**config.mk**
```make
export PLATFORM = sky130hd
export DESIGN_NAME = multicycle_core
export DESIGN_NICKNAME = d
export VERILOG_FILES = /design/src/rtl/multicycle_core.sv
export SDC_FILE = /design/constraint.sdc
export NUM_CORES = 1
export LEC_CHECK = 0
export CORE_ASPECT_RATIO = 1.5
export CORE_UTILIZATION = 30
export DETAILED_ROUTE_END_ITERATION = 8
export GPL_TIMING_DRIVEN = 0
export PLACE_DENSITY = 0.6
export SETUP_SLACK_MARGIN = 0.3
export SYNTH_ARGS = -nofsm -noshare
export SYNTH_HDL_FRONTEND = slang
export SYNTH_SLANG_ARGS = --single-unit
```
**constraint.sdc**
```tcl
create_clock -name clock_reg -period 16.35 [get_ports clock_reg]
set_input_delay 3.27 -clock clock_reg [delete_from_list [all_inputs] [get_ports clock_reg]]
set_output_delay 3.27 -clock clock_reg [all_outputs]
set_load 0.02 [all_outputs]
```
**src/rtl/multicycle_core.sv**
```systemverilog
// Multicycle RV32I-subset core: FSM control, datapath and register file in one block.
// Instruction and data ports use a request/ready handshake so slow memories can stall the FSM.
module multicycle_core #(
    parameter int unsigned     XLEN     = 8,
    parameter int unsigned     NREGS    = 8,
    parameter logic [XLEN-1:0] RESET_PC = '0
) (
    input  logic            clock_reg,
    input  logic            reset,
    output logic [XLEN-1:0] imem_addr,
    output logic            imem_req,
    input  logic [31:0]     imem_rdata,
    input  logic            imem_ready,
    output logic [XLEN-1:0] dmem_addr,
    output logic [XLEN-1:0] dmem_wdata,
    output logic            dmem_we,
    output logic            dmem_req,
    input  logic [XLEN-1:0] dmem_rdata,
    input  logic            dmem_ready,
    input  logic [4:0]      dbg_sel,
    output logic [XLEN-1:0] dbg_data,
    output logic [XLEN-1:0] pc,
    output logic [31:0]     instr,
    output logic [3:0]      state,
    output logic            zero,
    output logic            trap
);

    localparam int unsigned RIDX_W = (NREGS > 1) ? $clog2(NREGS) : 1;

    localparam logic [3:0] S_FETCH  = 4'd0;
    localparam logic [3:0] S_DECODE = 4'd1;
    localparam logic [3:0] S_EXEC_R = 4'd2;
    localparam logic [3:0] S_EXEC_I = 4'd3;
    localparam logic [3:0] S_ALUWB  = 4'd4;
    localparam logic [3:0] S_MEMADR = 4'd5;
    localparam logic [3:0] S_MEMRD  = 4'd6;
    localparam logic [3:0] S_MEMWB  = 4'd7;
    localparam logic [3:0] S_MEMWR  = 4'd8;
    localparam logic [3:0] S_BEQ    = 4'd9;
    localparam logic [3:0] S_JAL    = 4'd10;
    localparam logic [3:0] S_TRAP   = 4'd11;

    localparam logic [6:0] OP_R   = 7'h33;
    localparam logic [6:0] OP_I   = 7'h13;
    localparam logic [6:0] OP_LW  = 7'h03;
    localparam logic [6:0] OP_SW  = 7'h23;
    localparam logic [6:0] OP_BEQ = 7'h63;
    localparam logic [6:0] OP_JAL = 7'h6F;

    logic [3:0]      r_state;
    logic [3:0]      w_state_next;
    logic [XLEN-1:0] r_pc;
    logic [XLEN-1:0] r_old_pc;
    logic [31:0]     r_instr;
    logic [XLEN-1:0] r_a;
    logic [XLEN-1:0] r_b;
    logic [XLEN-1:0] r_alu_out;
    logic [XLEN-1:0] r_data;
    logic            r_zero;
    logic            r_trap;
    logic [XLEN-1:0] r_regs [NREGS];

    logic [6:0]      w_opcode;
    logic [2:0]      w_funct3;
    logic [6:0]      w_funct7;
    logic [4:0]      w_rs1;
    logic [4:0]      w_rs2;
    logic [4:0]      w_rd;
    logic [XLEN-1:0] w_imm_i;
    logic [XLEN-1:0] w_imm_s;
    logic [XLEN-1:0] w_imm_b;
    logic [XLEN-1:0] w_imm_j;
    logic            w_is_r;
    logic            w_is_i;
    logic            w_is_lw;
    logic            w_is_sw;
    logic            w_is_beq;
    logic            w_is_jal;
    logic            w_legal;
    logic [XLEN-1:0] w_rs1_val;
    logic [XLEN-1:0] w_rs2_val;
    logic [XLEN-1:0] w_alu_b;
    logic [XLEN-1:0] w_alu_res;
    logic            w_rf_we;
    logic [XLEN-1:0] w_rf_wdata;

    // Instruction field extraction; immediates sign-extend then truncate to XLEN
    assign w_opcode = r_instr[6:0];
    assign w_rd     = r_instr[11:7];
    assign w_funct3 = r_instr[14:12];
    assign w_rs1    = r_instr[19:15];
    assign w_rs2    = r_instr[24:20];
    assign w_funct7 = r_instr[31:25];
    assign w_imm_i  = XLEN'($signed(r_instr[31:20]));
    assign w_imm_s  = XLEN'($signed({r_instr[31:25], r_instr[11:7]}));
    assign w_imm_b  = XLEN'($signed({r_instr[31], r_instr[7], r_instr[30:25],
                                     r_instr[11:8], 1'b0}));
    assign w_imm_j  = XLEN'($signed({r_instr[31], r_instr[19:12], r_instr[20],
                                     r_instr[30:21], 1'b0}));

    always_comb begin
        w_is_r   = 1'b0;
        w_is_i   = 1'b0;
        w_is_lw  = 1'b0;
        w_is_sw  = 1'b0;
        w_is_beq = 1'b0;
        w_is_jal = 1'b0;
        case (w_opcode)
            OP_R: w_is_r = ((w_funct7 == 7'h00) && (w_funct3 inside {3'd0, 3'd2, 3'd6, 3'd7}))
                         || ((w_funct7 == 7'h20) && (w_funct3 == 3'd0));
            OP_I:   w_is_i   = w_funct3 inside {3'd0, 3'd2, 3'd6, 3'd7};
            OP_LW:  w_is_lw  = (w_funct3 == 3'd2);
            OP_SW:  w_is_sw  = (w_funct3 == 3'd2);
            OP_BEQ: w_is_beq = (w_funct3 == 3'd0);
            OP_JAL: w_is_jal = 1'b1;
            default: ;
        endcase
    end

    assign w_legal = w_is_r | w_is_i | w_is_lw | w_is_sw | w_is_beq | w_is_jal;

    // Register reads; indices beyond the implemented set read as zero
    always_comb begin
        w_rs1_val = '0;
        w_rs2_val = '0;
        dbg_data  = '0;
        if (32'(w_rs1) < NREGS) begin
            w_rs1_val = r_regs[w_rs1[RIDX_W-1:0]];
        end
        if (32'(w_rs2) < NREGS) begin
            w_rs2_val = r_regs[w_rs2[RIDX_W-1:0]];
        end
        if (32'(dbg_sel) < NREGS) begin
            dbg_data = r_regs[dbg_sel[RIDX_W-1:0]];
        end
    end

    // ALU shared by the R and I execute states
    always_comb begin
        w_alu_b   = (r_state == S_EXEC_R) ? r_b : w_imm_i;
        w_alu_res = r_a + w_alu_b;
        case (w_funct3)
            3'd0: begin
                if ((r_state == S_EXEC_R) && w_funct7[5]) begin
                    w_alu_res = r_a - w_alu_b;
                end
            end
            3'd2:    w_alu_res = ($signed(r_a) < $signed(w_alu_b)) ? XLEN'(1) : '0;
            3'd6:    w_alu_res = r_a | w_alu_b;
            3'd7:    w_alu_res = r_a & w_alu_b;
            default: ;
        endcase
    end

    always_ff @(posedge clock_reg or posedge reset) begin
        if (reset) begin
            r_state <= S_FETCH;
        end else begin
            r_state <= w_state_next;
        end
    end

    // Next state and port strobes; reset forces the strobes low immediately
    always_comb begin
        w_state_next = r_state;
        imem_req     = 1'b0;
        dmem_req     = 1'b0;
        dmem_we      = 1'b0;
        case (r_state)
            S_FETCH: begin
                imem_req = !reset;
                if (imem_ready) begin
                    w_state_next = S_DECODE;
                end
            end
            S_DECODE: begin
                if (w_is_r) begin
                    w_state_next = S_EXEC_R;
                end else if (w_is_i) begin
                    w_state_next = S_EXEC_I;
                end else if (w_is_lw || w_is_sw) begin
                    w_state_next = S_MEMADR;
                end else if (w_is_beq) begin
                    w_state_next = S_BEQ;
                end else if (w_is_jal) begin
                    w_state_next = S_JAL;
                end else begin
                    w_state_next = S_TRAP;
                end
            end
            S_EXEC_R, S_EXEC_I: w_state_next = S_ALUWB;
            S_ALUWB:            w_state_next = S_FETCH;
            S_MEMADR:           w_state_next = w_is_lw ? S_MEMRD : S_MEMWR;
            S_MEMRD: begin
                dmem_req = !reset;
                if (dmem_ready) begin
                    w_state_next = S_MEMWB;
                end
            end
            S_MEMWB: w_state_next = S_FETCH;
            S_MEMWR: begin
                dmem_req = !reset;
                dmem_we  = !reset;
                if (dmem_ready) begin
                    w_state_next = S_FETCH;
                end
            end
            S_BEQ, S_JAL: w_state_next = S_FETCH;
            S_TRAP:       w_state_next = S_TRAP;
            default:      w_state_next = S_TRAP;
        endcase
    end

    // Datapath registers
    always_ff @(posedge clock_reg or posedge reset) begin
        if (reset) begin
            r_pc      <= RESET_PC;
            r_old_pc  <= '0;
            r_instr   <= '0;
            r_a       <= '0;
            r_b       <= '0;
            r_alu_out <= '0;
            r_data    <= '0;
            r_zero    <= 1'b0;
            r_trap    <= 1'b0;
        end else begin
            case (r_state)
                S_FETCH: begin
                    if (imem_ready) begin
                        r_instr  <= imem_rdata;
                        r_old_pc <= r_pc;
                        r_pc     <= r_pc + XLEN'(4);
                    end
                end
                S_DECODE: begin
                    r_a       <= w_rs1_val;
                    r_b       <= w_rs2_val;
                    r_alu_out <= r_old_pc + w_imm_b;
                    if (!w_legal) begin
                        r_trap <= 1'b1;
                    end
                end
                S_EXEC_R, S_EXEC_I: begin
                    r_alu_out <= w_alu_res;
                    r_zero    <= (w_alu_res == '0);
                end
                S_MEMADR: r_alu_out <= r_a + (w_is_sw ? w_imm_s : w_imm_i);
                S_MEMRD: begin
                    if (dmem_ready) begin
                        r_data <= dmem_rdata;
                    end
                end
                S_BEQ: begin
                    r_zero <= (r_a == r_b);
                    if (r_a == r_b) begin
                        r_pc <= r_alu_out;
                    end
                end
                S_JAL:   r_pc   <= r_old_pc + w_imm_j;
                S_TRAP:  r_trap <= 1'b1;
                default: ;
            endcase
        end
    end

    // Register file write port; x0 and unimplemented indices are discarded
    always_comb begin
        w_rf_we    = 1'b0;
        w_rf_wdata = r_alu_out;
        case (r_state)
            S_ALUWB: w_rf_we = 1'b1;
            S_MEMWB: begin
                w_rf_we    = 1'b1;
                w_rf_wdata = r_data;
            end
            S_JAL: begin
                w_rf_we    = 1'b1;
                w_rf_wdata = r_pc;
            end
            default: ;
        endcase
        if ((w_rd == 5'd0) || (32'(w_rd) >= NREGS)) begin
            w_rf_we = 1'b0;
        end
    end

    always_ff @(posedge clock_reg or posedge reset) begin
        if (reset) begin
            for (int unsigned i = 0; i < NREGS; i++) begin
                r_regs[i] <= '0;
            end
        end else if (w_rf_we) begin
            r_regs[w_rd[RIDX_W-1:0]] <= w_rf_wdata;
        end
    end

    assign imem_addr  = r_pc;
    assign dmem_addr  = r_alu_out;
    assign dmem_wdata = r_b;
    assign pc         = r_pc;
    assign instr      = r_instr;
    assign state      = r_state;
    assign zero       = r_zero;
    assign trap       = r_trap;

endmodule

```
==> flow_summary.ini <==
[timing]
min_period_ns = 8.97
final-hold-violation-count = 0
setup_violations = 0
rsz0062_at_grt = no
setup-tns-final_ns = 0
slew_headroom = 0.200
fmax_mhz = 112
tightest_slew_ns = 1.20
finalClockSkew_ns = 0.0112
finalCritPeriodShare = 0.549
drv_slew = 0

[cts]
cts_max_path_buffers = 2
cts-htree-levels = 4
cts_tree = yes
cts_buffers = 17
post_cts_buffers = 0
cts_hold_buf = 0
cts.clk_slew.worst_paths_ns = 0.07
cts.sinks = 150
worst_skew_pair.late_latency_ns = 0.46
cts_resized = 0
cts_root_buffer = clkbuf_16

[placement]
dp.cells = 1455
gp_congestion = 0.900
port_buffers = 126
hpwl_um = 24200

[setup_path]
worst-r2r-setup-slack_ns = 11.90
critPathMaxFanout = 10
cp.arrival_ns = 5.70
critPathKind = input port to output port
crit_required_ns = 13.08
critPathLaunchType = input port
crit_path_end_kind = output port

[grt]
grt_use_met3 = 0.0402
antenna_found_initial = 0
grt_overflow = 0
grt_pass1_wl_um = 47600
grt_max_degree = 78
grt_usage = 0.194
grt_pass1_vias = 8064
grtUsageMet2 = 0.347
top_usage_layer = met2
met1_usage = 0.207

[routing]
antenna_left = 0
drt_wl_total_um = 31400
drc = 0
drt_iter0_markers = 398
wl_per_cell_um = 21.1
viasPerCell = 5.33
first_pass_iters = 5
vias = 7920

[synth]
synth_top_family_by_area = multiplexers
postSynthCellCount = 913
yosysSeqAreaShare = 0.379
synth_compound_area_frac = 0.113
muxShareOfSynthArea = 0.256
synth_cell_type_count = 66
syn_area_per_cell_um2 = 10.8
synthArstFlopShare = 1.00
ys_warn_count = 0
syn-cell-area_mm2 = 0.00989
synth_xor_area_frac = 0.0292
synth_edf_count = 0
synth_seq_cells = 150
ys.flop_type = dfrtp_1
syn_nets = 1009
synth_fa_ha_area_frac = 0.0632
synth-simple-area-share = 0.114

[floorplanning]
dieArea_mm2 = 0.0337
start_util = 0.304
boundaryPins = 130
row_count = 81
die_y_um = 224
core-area_mm2 = 0.0325
die_w_um = 150

[worst_hold_path]
hp-class = flop to flop

[job]
maxCapViolations = 0

[cells_and_area]
stdcell_count = 1487
layout_commonest_cell = dfrtp_1
drive_gt1_frac = 0.209
diodes = 0
areaGrowthSynthToFinish_pct = 24.6
final_cell_mix = dfrtp_1 (150), clkdlybuf4s50_1 (126), mux2_2 (105)
nFillCells = 3185
final_nets = 1155
post-route-util = 0.379

[power]
power_per_cell_area_mw_per_mm2 = 206
ir_drop_mv = 0.0847
leakage_nw = 5.35

[run_status]
status = finished clean
-- kinds of logic (layout without fill, tap and decap cells) --
family	Yosys count	after routing
DFF	150	150
buffers and inverters	103	262
adders and majority gates	47	47
AOI/OAI and AO/OA	168	168
muxes	180	180
xor gates and xnor gates	33	33
and+or+nand+nor	232	232
-- per-layer routing --
metal / vias up / share of wire
li1: 3633 / -
met4: 0 / 0.056
met5: - / 0
met2: 246 / 0.53
met3: 77 / 0.043
met1: 3964 / 0.37
-- cell usage after synthesis (all sizes together), types with 2 or more instances --
cell type  instances  share of area
dfrtp            150           0.38
mux2             105           0.12
nand2             95          0.036
nor2              51          0.020
mux4              48           0.11
ha                42          0.053
inv               39          0.015
a21oi             38          0.019
buf               37          0.020
o21ai             35          0.018
clkbuf            27          0.010
mux2i             27          0.027
nor3              19          0.011
xnor2             18          0.016
nand3             15         0.0086
xor2              15          0.013
a22oi             13         0.0099
o22ai             11         0.0070
a21o               9         0.0076
and3               8         0.0051
nand2b             8         0.0051
o21a               8         0.0061
nor4               7         0.0044
or3                7         0.0044
a221oi             6         0.0059
a22o               5         0.0044
a31oi              5         0.0032
fa                 5          0.010
o221ai             4         0.0035
o31a               4         0.0035
o31ai              4         0.0030
a211o              3         0.0027
a211oi             3         0.0023
and2               3         0.0019
nand3b             3         0.0027
nand4              3         0.0019
nor2b              3         0.0019
nor3b              3         0.0034
o211a              3         0.0030
o211ai             3         0.0023
o21bai             3         0.0023
or2                3         0.0019
a21boi             2         0.0015
a41oi              2         0.0018
o22a               2         0.0018
-- critical path, stage by stage --
cell	delay, ns
clkbuf_1	0.54
buf_2	0.47
mux4_2	0.55
mux2i_1	0.20
nor2_1	0.10
clkdlybuf4s50_1	0.57
-- final timing paths --
check	from	to	cells after the start
hold reg to reg	r_regs[61]	r_regs[61]	1
max in group asynchronous	reset	r_regs[59]	3
min in group asynchronous	reset	instr[28]	2
setup / recovery	dbg_sel[0]	dbg_data[5]	6
hold / removal	r_regs[61]	r_regs[61]	1
setup reg to reg	instr[21]	zero	13
-- layout make-up --
class / count / area [um^2] / share of cell area
sequential: 150 / 3750 / 0.304
clock inverter: 13 / 168 / 0.0136
timing repair buffer: 127 / 1290 / 0.105
clock buffer: 19 / 453 / 0.0367
tap: 415 / 519 / 0.0421
inverter: 39 / 151 / 0.0123
buffer: 64 / 300 / 0.0244
multi-input combinational: 660 / 5690 / 0.462
-- power breakdown --
part | internal, W | total (W) | switching (W)
registers | 0.000511 | 0.000695 | 0.000183
clock network | 0.000250 | 0.000423 | 0.000173
logic | 0.000649 | 0.00142 | 0.000772
total | 0.00141 | 0.00254 | 0.00113
-- registers in the layout, summed over array words and instances, names as in the netlist --
name / flops
dmem_addr: 8
dmem_wdata: 8
imem_addr: 8
instr: 32
r_a: 8
r_data: 8
r_old_pc: 8
r_regs: 64
state: 4
trap: 1
zero: 1
-- stage by stage --
| stage | setup slack [ns] | area [um^2] | power, W | hold slack [ns] |
|---|---|---|---|---|
| floorplan | 6.07 | 9890 | 0.00160 | 0.458 |
| global placement | 3.60 | 11700 | 0.00210 | 0.470 |
| detailed placement | 7.38 | 11700 | 0.00212 | 0.488 |
| CTS | 7.38 | 12300 | 0.00255 | 0.507 |
| global route | 7.24 | 12300 | 0.00270 | 0.524 |
| finish | 7.38 | 12300 | 0.00254 | 0.505 |
(Power assumes the default switching activity.)
